[config.mk]
export PLATFORM = sky130hd
export DESIGN_NAME = alu_exec_unit
export DESIGN_NICKNAME = d
export VERILOG_FILES = /design/src/rtl/alu_exec_unit_pkg.sv /design/src/rtl/alu_exec_unit_mul_shift_add.sv /design/src/rtl/alu_exec_unit.sv
export SDC_FILE = /design/constraint.sdc
export NUM_CORES = 1
export LEC_CHECK = 0
export BUFFER_PORTS_ARGS = -buffer_cell sky130_fd_sc_hd__buf_2
export CELL_PAD_IN_SITES_DETAIL_PLACEMENT = 1
export CELL_PAD_IN_SITES_GLOBAL_PLACEMENT = 1
export CORE_ASPECT_RATIO = 1.1
export CORE_MARGIN = 2
export CORE_UTILIZATION = 40
export CTS_BUF_LIST = sky130_fd_sc_hd__clkbuf_8
export DETAILED_ROUTE_END_ITERATION = 12
export GPL_TIMING_DRIVEN = 0
export PLACE_DENSITY_LB_ADDON = 0.1
export SLEW_MARGIN = 20
export SYNTH_ARGS = -nofsm -noshare
export SYNTH_HDL_FRONTEND = slang
export SYNTH_HIERARCHICAL = 1
export SYNTH_SLANG_ARGS = --single-unit
export TNS_END_PERCENT = 50
[constraint.sdc]
create_clock -name clk -period 10.6 [get_ports clk]
set_input_delay 0.53 -clock clk [delete_from_list [all_inputs] [get_ports clk]]
set_output_delay 0.53 -clock clk [all_outputs]
set_load 0.02 [all_outputs]
[src/rtl/alu_exec_unit_pkg.sv]
// Shared ALU control codes, datapath width and exec-unit FSM encoding.
package alu_exec_unit_pkg;

    localparam int ALU_WIDTH = 32;

    localparam logic [4:0] ALU_Add     = 5'd0;
    localparam logic [4:0] ALU_Addu    = 5'd1;
    localparam logic [4:0] ALU_Sub     = 5'd2;
    localparam logic [4:0] ALU_Subu    = 5'd3;
    localparam logic [4:0] ALU_And     = 5'd4;
    localparam logic [4:0] ALU_Or      = 5'd5;
    localparam logic [4:0] ALU_Xor     = 5'd6;
    localparam logic [4:0] ALU_Nor     = 5'd7;
    localparam logic [4:0] ALU_Slt     = 5'd8;
    localparam logic [4:0] ALU_Sltu    = 5'd9;
    localparam logic [4:0] ALU_Sll     = 5'd10;
    localparam logic [4:0] ALU_Srl     = 5'd11;
    localparam logic [4:0] ALU_Sra     = 5'd12;
    localparam logic [4:0] ALU_Lui     = 5'd13;
    localparam logic [4:0] ALU_Ge      = 5'd14;
    localparam logic [4:0] ALU_Le      = 5'd15;
    localparam logic [4:0] ALU_Gt      = 5'd16;
    localparam logic [4:0] ALU_Jr      = 5'd17;
    localparam logic [4:0] ALU_Jalr    = 5'd18;
    localparam logic [4:0] ALU_Mult    = 5'd19;
    localparam logic [4:0] ALU_Multu   = 5'd20;
    localparam logic [4:0] ALU_Mfhi    = 5'd21;
    localparam logic [4:0] ALU_Mflo    = 5'd22;
    localparam logic [4:0] ALU_Invalid = 5'd31;

    typedef enum logic [0:0] {
        ST_IDLE = 1'b0,
        ST_MUL  = 1'b1
    } alu_state_e;

    function automatic logic is_mul_op(input logic [4:0] code);
        return (code == ALU_Mult) || (code == ALU_Multu);
    endfunction

endpackage

[src/rtl/alu_exec_unit_mul_shift_add.sv]
// Iterative shift-add multiplier owning HI/LO; signed operands run on magnitudes.
// ALU_MUL_EARLY_TERM_EN: stop as soon as the remaining multiplier is exhausted.
module mul_shift_add
    import alu_exec_unit_pkg::*;
#(
    parameter int W     = 32,
    parameter int STEPS = 32
) (
    input  logic         clk,
    input  logic         rst,
    input  logic         start,
    input  logic         is_signed,
    input  logic [W-1:0] op_a,
    input  logic [W-1:0] op_b,
    output logic         busy,
    output logic         last,
    output logic [W-1:0] lo_next,
    output logic [W-1:0] hi,
    output logic [W-1:0] lo
);

    localparam int CNT_W = $clog2(STEPS);

    logic             busy_r;
    logic [CNT_W-1:0] cnt_r;
    logic [2*W-1:0]   mcand_r;
    logic [W-1:0]     mplier_r;
    logic [2*W-1:0]   acc_r;
    logic             neg_r;
    logic [W-1:0]     hi_r;
    logic [W-1:0]     lo_r;

    logic [W-1:0]     mag_a_s;
    logic [W-1:0]     mag_b_s;
    logic [2*W-1:0]   acc_next_s;
    logic [2*W-1:0]   prod_s;
    logic             last_s;

    // Operand magnitudes, next accumulator, final signed product and finish detect.
    always_comb begin
        mag_a_s    = (is_signed && op_a[W-1]) ? ({W{1'b0}} - op_a) : op_a;
        mag_b_s    = (is_signed && op_b[W-1]) ? ({W{1'b0}} - op_b) : op_b;
        acc_next_s = acc_r + (mplier_r[0] ? mcand_r : {(2*W){1'b0}});
        prod_s     = neg_r ? ({(2*W){1'b0}} - acc_next_s) : acc_next_s;
`ifdef ALU_MUL_EARLY_TERM_EN
        last_s     = busy_r && ((cnt_r == CNT_W'(STEPS-1)) || (mplier_r[W-1:1] == {(W-1){1'b0}}));
`else
        last_s     = busy_r && (cnt_r == CNT_W'(STEPS-1));
`endif
    end

    // Engine state: latch on start, one shift-add step per cycle, commit HI/LO on the last step.
    always_ff @(posedge clk) begin
        if (rst) begin
            busy_r   <= 1'b0;
            cnt_r    <= '0;
            mcand_r  <= '0;
            mplier_r <= '0;
            acc_r    <= '0;
            neg_r    <= 1'b0;
            hi_r     <= '0;
            lo_r     <= '0;
        end else if (busy_r) begin
            acc_r    <= acc_next_s;
            mcand_r  <= mcand_r << 1;
            mplier_r <= mplier_r >> 1;
            cnt_r    <= cnt_r + CNT_W'(1);
            if (last_s) begin
                busy_r <= 1'b0;
                hi_r   <= prod_s[2*W-1:W];
                lo_r   <= prod_s[W-1:0];
            end else begin
                busy_r <= 1'b1;
            end
        end else if (start) begin
            busy_r   <= 1'b1;
            cnt_r    <= '0;
            mcand_r  <= {{W{1'b0}}, mag_a_s};
            mplier_r <= mag_b_s;
            acc_r    <= '0;
            neg_r    <= is_signed && (op_a[W-1] ^ op_b[W-1]);
        end else begin
            busy_r <= 1'b0;
        end
    end

    assign busy    = busy_r;
    assign last    = last_s;
    assign lo_next = prod_s[W-1:0];
    assign hi      = hi_r;
    assign lo      = lo_r;

endmodule

[src/rtl/alu_exec_unit.sv]
// Execution-stage ALU: single-cycle ops with registered result/flags, MULT/MULTU via mul_shift_add.
// ALU_MUL_EARLY_TERM_EN (in mul_shift_add) shortens multiplies with small multipliers.
module alu_exec_unit
    import alu_exec_unit_pkg::*;
#(
    parameter int WIDTH     = ALU_WIDTH,
    parameter int MUL_STEPS = 32
) (
    input  logic             clk,
    input  logic             rst,
    input  logic             in_valid,
    output logic             in_ready,
    input  logic [4:0]       alu_ctrl,
    input  logic [WIDTH-1:0] src_a,
    input  logic [WIDTH-1:0] src_b,
    input  logic [4:0]       shamt,
    output logic             out_valid,
    output logic [WIDTH-1:0] result,
    output logic             zero,
    output logic             cond,
    output logic             ovf,
    output logic [WIDTH-1:0] hi,
    output logic [WIDTH-1:0] lo,
    output logic             busy
);

    alu_state_e       state_r, state_next_s;
    logic             in_ready_r;
    logic             out_valid_r, zero_r, cond_r, ovf_r;
    logic [WIDTH-1:0] result_r;

    logic             accept_s, mul_start_s, mul_last_s, mul_busy_s;
    logic [WIDTH-1:0] mul_lo_next_s;
    logic [WIDTH-1:0] sum_s, diff_s, res_s;
    logic             cond_s, ovf_s;

    assign sum_s  = src_a + src_b;
    assign diff_s = src_a - src_b;

    // Single-cycle datapath: result, condition and signed-overflow for the presented code.
    always_comb begin
        res_s  = '0;
        cond_s = 1'b0;
        ovf_s  = 1'b0;
        case (alu_ctrl)
            ALU_Add:  begin
                res_s = sum_s;
                ovf_s = (src_a[WIDTH-1] == src_b[WIDTH-1]) && (sum_s[WIDTH-1] != src_a[WIDTH-1]);
            end
            ALU_Addu: res_s = sum_s;
            ALU_Sub:  begin
                res_s = diff_s;
                ovf_s = (src_a[WIDTH-1] != src_b[WIDTH-1]) && (diff_s[WIDTH-1] != src_a[WIDTH-1]);
            end
            ALU_Subu: res_s = diff_s;
            ALU_And:  res_s = src_a & src_b;
            ALU_Or:   res_s = src_a | src_b;
            ALU_Xor:  res_s = src_a ^ src_b;
            ALU_Nor:  res_s = ~(src_a | src_b);
            ALU_Slt:  begin
                cond_s = $signed(src_a) < $signed(src_b);
                res_s  = {{(WIDTH-1){1'b0}}, cond_s};
            end
            ALU_Sltu: begin
                cond_s = src_a < src_b;
                res_s  = {{(WIDTH-1){1'b0}}, cond_s};
            end
            ALU_Sll:  res_s = src_b << shamt;
            ALU_Srl:  res_s = src_b >> shamt;
            ALU_Sra:  res_s = $signed(src_b) >>> shamt;
            ALU_Lui:  res_s = {src_b[15:0], 16'h0000};
            ALU_Ge:   begin
                cond_s = ~src_a[WIDTH-1];
                res_s  = {{(WIDTH-1){1'b0}}, cond_s};
            end
            ALU_Le:   begin
                cond_s = src_a[WIDTH-1] | (src_a == '0);
                res_s  = {{(WIDTH-1){1'b0}}, cond_s};
            end
            ALU_Gt:   begin
                cond_s = ~src_a[WIDTH-1] & (src_a != '0);
                res_s  = {{(WIDTH-1){1'b0}}, cond_s};
            end
            ALU_Jr, ALU_Jalr: begin
                res_s  = src_a;
                cond_s = 1'b1;
            end
            ALU_Mfhi: res_s = hi;
            ALU_Mflo: res_s = lo;
            default:  res_s = '0;
        endcase
    end

    // Next-state logic: IDLE accepts every cycle, MUL holds off input until the engine finishes.
    always_comb begin
        state_next_s = state_r;
        accept_s     = 1'b0;
        mul_start_s  = 1'b0;
        case (state_r)
            ST_IDLE: begin
                accept_s = in_valid;
                if (in_valid && is_mul_op(alu_ctrl)) begin
                    mul_start_s  = 1'b1;
                    state_next_s = ST_MUL;
                end else begin
                    state_next_s = ST_IDLE;
                end
            end
            ST_MUL: begin
                if (mul_last_s) begin
                    state_next_s = ST_IDLE;
                end else begin
                    state_next_s = ST_MUL;
                end
            end
            default: state_next_s = ST_IDLE;
        endcase
    end

    // State register and registered outputs; a multiply completion reports the new LO.
    always_ff @(posedge clk) begin
        if (rst) begin
            state_r     <= ST_IDLE;
            in_ready_r  <= 1'b1;
            out_valid_r <= 1'b0;
            result_r    <= '0;
            zero_r      <= 1'b0;
            cond_r      <= 1'b0;
            ovf_r       <= 1'b0;
        end else begin
            state_r    <= state_next_s;
            in_ready_r <= (state_next_s == ST_IDLE);
            if (accept_s && !mul_start_s) begin
                out_valid_r <= 1'b1;
                result_r    <= res_s;
                zero_r      <= (res_s == '0);
                cond_r      <= cond_s;
                ovf_r       <= ovf_s;
            end else if (mul_last_s) begin
                out_valid_r <= 1'b1;
                result_r    <= mul_lo_next_s;
                zero_r      <= (mul_lo_next_s == '0);
                cond_r      <= 1'b0;
                ovf_r       <= 1'b0;
            end else begin
                out_valid_r <= 1'b0;
            end
        end
    end

    mul_shift_add #(
        .W     (WIDTH),
        .STEPS (MUL_STEPS)
    ) u_mul (
        .clk       (clk),
        .rst       (rst),
        .start     (mul_start_s),
        .is_signed (alu_ctrl == ALU_Mult),
        .op_a      (src_a),
        .op_b      (src_b),
        .busy      (mul_busy_s),
        .last      (mul_last_s),
        .lo_next   (mul_lo_next_s),
        .hi        (hi),
        .lo        (lo)
    );

    assign in_ready  = in_ready_r;
    assign out_valid = out_valid_r;
    assign result    = result_r;
    assign zero      = zero_r;
    assign cond      = cond_r;
    assign ovf       = ovf_r;
    assign busy      = mul_busy_s;

endmodule

==> metrics.md, run 1 <==
| Metric | Value |
|---|---|
| Status | complete, no violations |
| Power Total | 3.15 mW |
| RSZ-0062 raised after global routing | false |
| Synthesized area | 30,200 um^2 |
| Largest family of logic cells by synthesized area | compound AO/OA/AOI/OAI gates |
| First-pass detailed-route iteration total | 8 |
| I/O pins | 179 |
| Post-DRT Antenna Nets | 0 |
| Worst min path class | in -> reg |
| CP most frequent cell | nor4_1 |
| Final Util | 44.9% |
| Tcrit/Tclk final | 76.2% |
| Layout cells sized above 1 | 11.7% |
| Die footprint | 77,800 um^2 |
| First-pass GRT wire length | 265,000 um |
| CTS Hold Buffers Added | 0 |
| Finish-stage setup viols | 0 |
| Initial core utilization | 40.4% |
| Tmin final | 8.08 ns |
| Crit end category | flip-flop |
| Max stage delay cell, worst path | o21ai_0 |
| Tot GR Track Use | 47.0% |
| Setup_tns | 0 ns |
| CP bufs+invs | 3 |
| Startpoint Class | flip-flop |
| Area grow syn2layout | 11.0% |
| Layout Nets | 4,644 |
| Drt first-iter violations | 3,935 |
| Distinct cells, synth | 122 |
| Total gr overflow | 0 |
| CTS Sinks | 269 |
| Sequential-to-total area share from yosys stat | 17.8% |
| Largest net degree at the start of global routing | 16 |
| Critical Path RT | 11.14 ns |
| Maximum VDD drop | 83.0 uV |
| Post-CTS setup buffer count | 0 |
| Final hold vios | 0 |
| Die H | 292 um |
| WL/cell | 34.9 um |
| Simple-Gate Fraction of Synth Area | 25.2% |
| Buffers added on ports | 172 |
| Root Buffer | clkbuf_8 |
| Final Max Slew Viols | 0 |
| Worst Path Max Fanout | 10 |
| Mux contribution to synthesized area | 7.31% |
| WP data arrival | 8.62 ns |
| Count leader, synth | nor2_1 |
| Vias in the first global route | 36,700 |
| Worst Max-Slew Pin Slew | 1.29 ns |
| Largest area contributor in the netlist | dfxtp_1 |
| Crit path max-delay family | compound AO/OA/AOI/OAI gates |
| Vias | 37,300 |
| Synth Area in Adders | 6.99% |
| Clock network latency to the later pin of the worst-skew pair | 0.67 ns |
| Max Clk Rate | 124 MHz |
| Antenna violations before repair | 19 |
| Synth Area in XOR/XNOR | 5.21% |
| GP Congestion | 1.11 |
| Pwr dens | 93.7 nW/um^2 |
| Num CTS Buffers | 52 |
| Clock Skew | 0.0307 ns |
| Post-cts resize count | 0 |
| Longest Clk Path Bufs | 3 |
| Via density | 6.88 |
| Syn avg cell area | 7.25 um^2 |
| Yosys top cell area share | 17.8% |
| H-tree depth | 2 |
| Syn Nets | 4,412 |
| Compound-Gate Fraction of Synth Area | 29.8% |
| Setup Crit Path Kind | reg -> reg |
| Mapped Cells | 4,168 |
| Leakage | 13.8 nW |
| Normalized max-slew margin | 14.1% |
| Post-DP HPWL | 152,000 um |
| Yosys warns | 6 |
| Chip width | 266 um |
| CP Cell Sequence | clkbuf_1 > clkbuf_1 > and2_1 > ha_1 > o211ai_1 > o211ai_1 > a21oi_2 > o21ai_0 > xor2_1 > nor4_1 > or3b_2 > nor4_1 > a21o_1 > xor2_1 > buf_4 > nor4_1 > nand4_1 > nor3_1 > a21oi_1 > nor3_1 > a31o_1 |
| Post-synth top cells | 523 x nor2_1, 415 x a21oi_1, 312 x nand2_1, 269 x dfxtp_1, 229 x clkbuf_1 |
| WL final | 189,000 um |
| Max-cap violations | 0 |
| Reg clk slew, reported paths | 0.06 ns |
| Synth Flop Type | dfxtp_1 |
| Largest cells by area after synthesis | dfxtp_1 18%, a21oi_1 6.9%, ha_1 6.8% |
| Slowest stage delay, CP | 1.00 ns |
| CORE AREA | 74,800 um^2 |
| Yosys reg bits | 269 |
| Post-route DRC | 0 |
| Post-synth EDFFs | 0 |
| FP Rows | 105 |
| TritonCTS clock tree | yes |
| Share of synthesized registers carrying an async set or reset | 0% |
[final cells by class]
cell class / count / area [um^2]
diodes: 15 / 37.5
well taps: 963 / 1200
clock buffers: 61 / 840
plain buffers: 364 / 1770
repair buffers: 178 / 903
flip-flops and latches: 269 / 5390
clock inverters: 30 / 277
multi-input cells: 3390 / 22600
inverters: 145 / 544
fillers: 9624 / 41200
[report_power, final]
group          leakage, nW  internal [mW]  switching [mW]  total [mW]
clock network        0.618          0.646           0.519        1.16
logic                 11.0          0.274           0.666       0.940
registers             2.18           1.03          0.0117        1.04
total                 13.8           1.95            1.20        3.15
[metal layers]
metal,wire length (um),part of all wire (%),track usage [%],vias up
li1,-,-,-,15900
met1,69700,37,55.2,18400
met2,81800,43,72.5,2239
met3,18100,9.6,10.5,714
met4,19400,10,40.2,8
met5,50,0.026,0,-
[tightest hold or removal path, cell delays in order]
cell,delay (ns)
buf_2,0.19
mux2i_1,0.18
nor3_1,0.06
[cells by family after synthesis]
| kind of cell | after synthesis |
|---|---|
| AND/OR/NAND/NOR | 1557 |
| AO/OA/AOI/OAI | 1327 |
| buffers and inverters | 509 |
| flip-flops | 269 |
| XOR/XNOR | 180 |
| adder cells (fa/ha/maj) | 167 |
| multiplexers | 159 |
[metrics by stage]
| step | std cells | cell area [um^2] | hold slack, ns | worst slack [ns] |
|---|---|---|---|---|
| 2_1_floorplan | 4168 | 30200 | 0.454 | 5.69 |
| 3_3_place_gp | 5303 | 32300 | 0.471 | 3.09 |
| 3_5_place_dp | 5309 | 32400 | 0.476 | 3.03 |
| 4_1_cts | 5400 | 33500 | 0.287 | 2.92 |
| 5_1_grt | 5404 | 33500 | 0.298 | 2.36 |
| 6_report | 5415 | 33600 | 0.350 | 2.52 |
[sequential cells by signal (all words and copies together), names as in the netlist]
name / count
u_mul/acc_r: 64
u_mul/mcand_r: 64
result: 32
u_mul/hi: 32
u_mul/lo: 32
u_mul/mplier_r: 32
u_mul/cnt_r: 5
cond: 1
in_ready: 1
out_valid: 1
ovf: 1
state_r: 1
u_mul/busy: 1
u_mul/neg_r: 1
zero: 1
[cells in the final DEF, fill, tap and decap left out, types with 62 or more instances in the layout]
cell / instances
and2_1: 91
nand3_1: 76
nor2_1: 523
dfxtp_1: 269
buf_2: 221
a21oi_1: 414
nor3_1: 114
clkbuf_1: 228
xor2_1: 63
nand2_1: 312
and3_1: 113
ha_1: 164
a211oi_1: 138
o21ai_0: 168
xnor2_1: 117
inv_1: 153
mux2i_1: 97
nand4_1: 63
clkbuf_8: 62
[path summary, 6_finish.rpt]
| check | startpoint | to | slack [ns] | cells past startpoint |
|---|---|---|---|---|
| worst max-delay path | u_mul/mplier_r[0]$_SDFFE_PP0P_ | zero$_SDFFE_PP0P_ | 2.52 | 21 |
| worst min-delay path | src_a[0] | u_mul/mcand_r[0]$_SDFFE_PP0P_ | 0.35 | 3 |
| worst max register to register | u_mul/mplier_r[0]$_SDFFE_PP0P_ | zero$_SDFFE_PP0P_ | 2.52 | 21 |
| worst min register to register | u_mul/mplier_r[30]$_SDFFE_PP0P_ | u_mul/mplier_r[29]$_SDFFE_PP0P_ | 0.49 | 2 |
No activity file was read; power rests on OpenSTA's default activity.
==> run 2: changes to the inputs <==
- clock period: 10.6 -> 6.53 ns (I/O delays scaled with it)
==> run 2 against run 1 <==
Effect of this change:
- non-clock buffer count grew 3
- critical path type unchanged
- via count grew 0.13%
- die area is the same
- worst setup slack lost 2.3 ns
- flip-flop and latch count is the same
- critical endpoint unchanged
- largest power group unchanged
==> metrics.md, run 2 (synthesized netlist as in run 1, its figures left out) <==
| Metric | Value |
|---|---|
| Clock Skew | 0.0259 ns (-0.00479 ns) |
| HP Start | src_a[0] |
| Final Util | 45.0% (+0.089 points) |
| Placed cells | 5,309 (unchanged) |
| Die footprint | 77,800 um^2 (unchanged) |
| Die H | 292 um (unchanged) |
| Area grow syn2layout | 11.3% |
| Via density | 6.89 (+0.11%) |
| Met1 Usage GRT | 55.1% (-0.10 points) |
| Status | complete, no violations |
| Met2 usage | 72.3% (-0.21 points) |
| # fillers | 9,627 (+0.031%) |
| Leakage | 13.8 nW (+0.25%) |
| Root Buffer | clkbuf_8 |
| Setup Crit Path Kind | reg -> reg |
| Worst Path Max Fanout | 11 (+1) |
| Initial core utilization | 40.4% (unchanged) |
| Maximum VDD drop | 135 uV (+62%) |
| Met3 global-route usage | 10.6% (+0.12 points) |
| Reg-to-reg startpoint | u_mul/mplier_r[0]$_SDFFE_PP0P_ |
| TritonCTS clock tree | yes |
| Drt first-iter violations | 4,038 (+2.6%) |
| Placed instance area | 32,400 um^2 (unchanged) |
| Antenna violations before repair | 21 (+2) |
| Layout cells sized above 1 | 12.0% (+0.28 points) |
| Critical Path RT | 7.13 ns (-4.01 ns) |
| Worst Max-Slew Pin Slew | 1.30 ns (+0.00903 ns) |
| GP Congestion | 1.11 (unchanged) |
| Final hold vios | 0 (unchanged) |
| CTS Sinks | 269 (unchanged) |
| Vias in the first global route | 36,700 (+0.055%) |
| Startpoint Class | flip-flop |
| Layout Nets | 4,647 (+0.065%) |
| Longest Clk Path Bufs | 3 (unchanged) |
| Largest net degree at the start of global routing | 16 (unchanged) |
| Buffers added on ports | 172 (unchanged) |
| Most common cell after layout, fill and taps aside | nor2_1 |
| Post-route cell area | 33,600 um^2 (+0.20%) |
| Vias | 37,300 (+0.13%) |
| Total gr overflow | 0 (unchanged) |
| Clock network latency to the later pin of the worst-skew pair | 0.67 ns (about the same) |
| Storage cell area | 5390 um^2 (about the same) |
| WP data arrival | 6.91 ns (-1.71 ns) |
| Worst min path class | in -> reg |
| Finish-stage setup viols | 0 (unchanged) |
| First-pass detailed-route iteration total | 6 (-2) |
| Reg clk slew, reported paths | 0.06 ns (about the same) |
| Fin cells | 5,416 (+0.018%) |
| Crit end category | flip-flop |
| Post-route DRC | 0 (unchanged) |
| Max Clk Rate | 158 MHz (+28%) |
| WL final | 189,000 um (+0.15%) |
| Pwr dens | 152 nW/um^2 (+62%) |
| Tot GR Track Use | 47.0% (about the same) |
| Final Max Slew Viols | 0 (unchanged) |
| First-pass GRT wire length | 265,000 um (about the same) |
| Area of the multi-input gates | 22,600 um^2 (+0.17%) |
| I/O pins | 179 (unchanged) |
| Normalized max-slew margin | 13.5% (-0.60 points) |
| Num CTS Buffers | 52 (unchanged) |
| Chip width | 266 um (unchanged) |
| Tcrit/Tclk final | 96.7% (+20 points) |
| Max-cap violations | 0 (unchanged) |
| H-tree depth | 2 (unchanged) |
| Beginning of the critical path | u_mul/mplier_r[0]$_SDFFE_PP0P_ |
| Post-DRT Antenna Nets | 0 (unchanged) |
| FP Rows | 105 (unchanged) |
| WL/cell | 35.0 um (+0.13%) |
| Gr busiest metal | met2 |
| Setup_tns | 0 ns (unchanged) |
| Post-DP HPWL | 152,000 um (unchanged) |
| Tmin final | 6.31 ns (-1.77 ns) |
| Most frequent cells in the layout | 523 x nor2_1, 413 x a21oi_1, 312 x nand2_1 |
| Power Total | 5.11 mW (+62%) |
| CTS Hold Buffers Added | 0 (unchanged) |
| CORE AREA | 74,800 um^2 (unchanged) |
| Top flop regs | u_mul/acc_r (64), u_mul/mcand_r (64) |
==> run 2: area by class of cell <==
| cell class | instances | share of cell area [%] |
|---|---|---|
| clock buffers | 61 | 2.50 |
| inverters | 145 | 1.62 |
| plain buffers | 363 | 5.27 |
| flip-flops and latches | 269 | 16.0 |
| repair buffers | 182 | 2.77 |
| well taps | 963 | 3.58 |
| clock inverters | 30 | 0.822 |
| multi-input cells | 3390 | 67.3 |
| diodes | 13 | 0.0967 |
==> run 2: path summary, 6_finish.rpt <==
path | to | cells past startpoint | slack [ns]
max reg2reg | zero$_SDFFE_PP0P_ | 22 | 0.22
min reg2reg | u_mul/mplier_r[5]$_SDFFE_PP0P_ | 2 | 0.49
max | zero$_SDFFE_PP0P_ | 22 | 0.22
min | u_mul/mcand_r[0]$_SDFFE_PP0P_ | 3 | 0.14
==> run 2: repair_timing <==
action	in CTS	in global routing
pin swaps	0	2
resized for setup	5	8
setup buffers	0	4
endpoints found under the setup margin	38	1
==> run 2: power breakdown <==
| part | internal, mW | switching [mW] | leakage, nW |
|---|---|---|---|
| registers | 1.67 | 0.0195 | 2.18 |
| clock network | 1.05 | 0.844 | 0.618 |
| logic | 0.446 | 1.08 | 11.0 |
| total | 3.16 | 1.95 | 13.8 |
==> run 2: metrics by stage <==
step | setup WS (ns) | hold slack [ns]
3_5_place_dp | -1.04 | 0.476
3_3_place_gp | -0.979 | 0.471
6_report | 0.216 | 0.143
5_1_grt | -0.0412 | 0.0893
4_1_cts | 0.0737 | 0.0831
2_1_floorplan | 1.62 | 0.454
==> run 2: critical path, cell delays in order (launching register included) <==
cell      delay [ns]
dfxtp_4         0.50
clkbuf_4        0.33
and2_1          0.17
ha_1            0.27
o211ai_1        0.16
o211ai_1        0.46
a21oi_2         0.18
buf_4           0.17
o21ai_2         0.40
xor2_1          0.26
nor4_1          0.35
or3b_2          0.50
or4_1           0.47
clkbuf_1        0.20
o21ai_0         0.28
xnor2_1         0.27
buf_4           0.25
nor4_1          0.17
nand4_1         0.23
nor3_1          0.23
a21oi_1         0.06
nor3_1          0.16
a31o_1          0.12
==> run 2: routing by layer <==
metal / vias up / wire, um
met1: 18500 / 70000
met3: 743 / 17900
li1: 15900 / -
met5: - / 78
met4: 12 / 19900
met2: 2199 / 81500
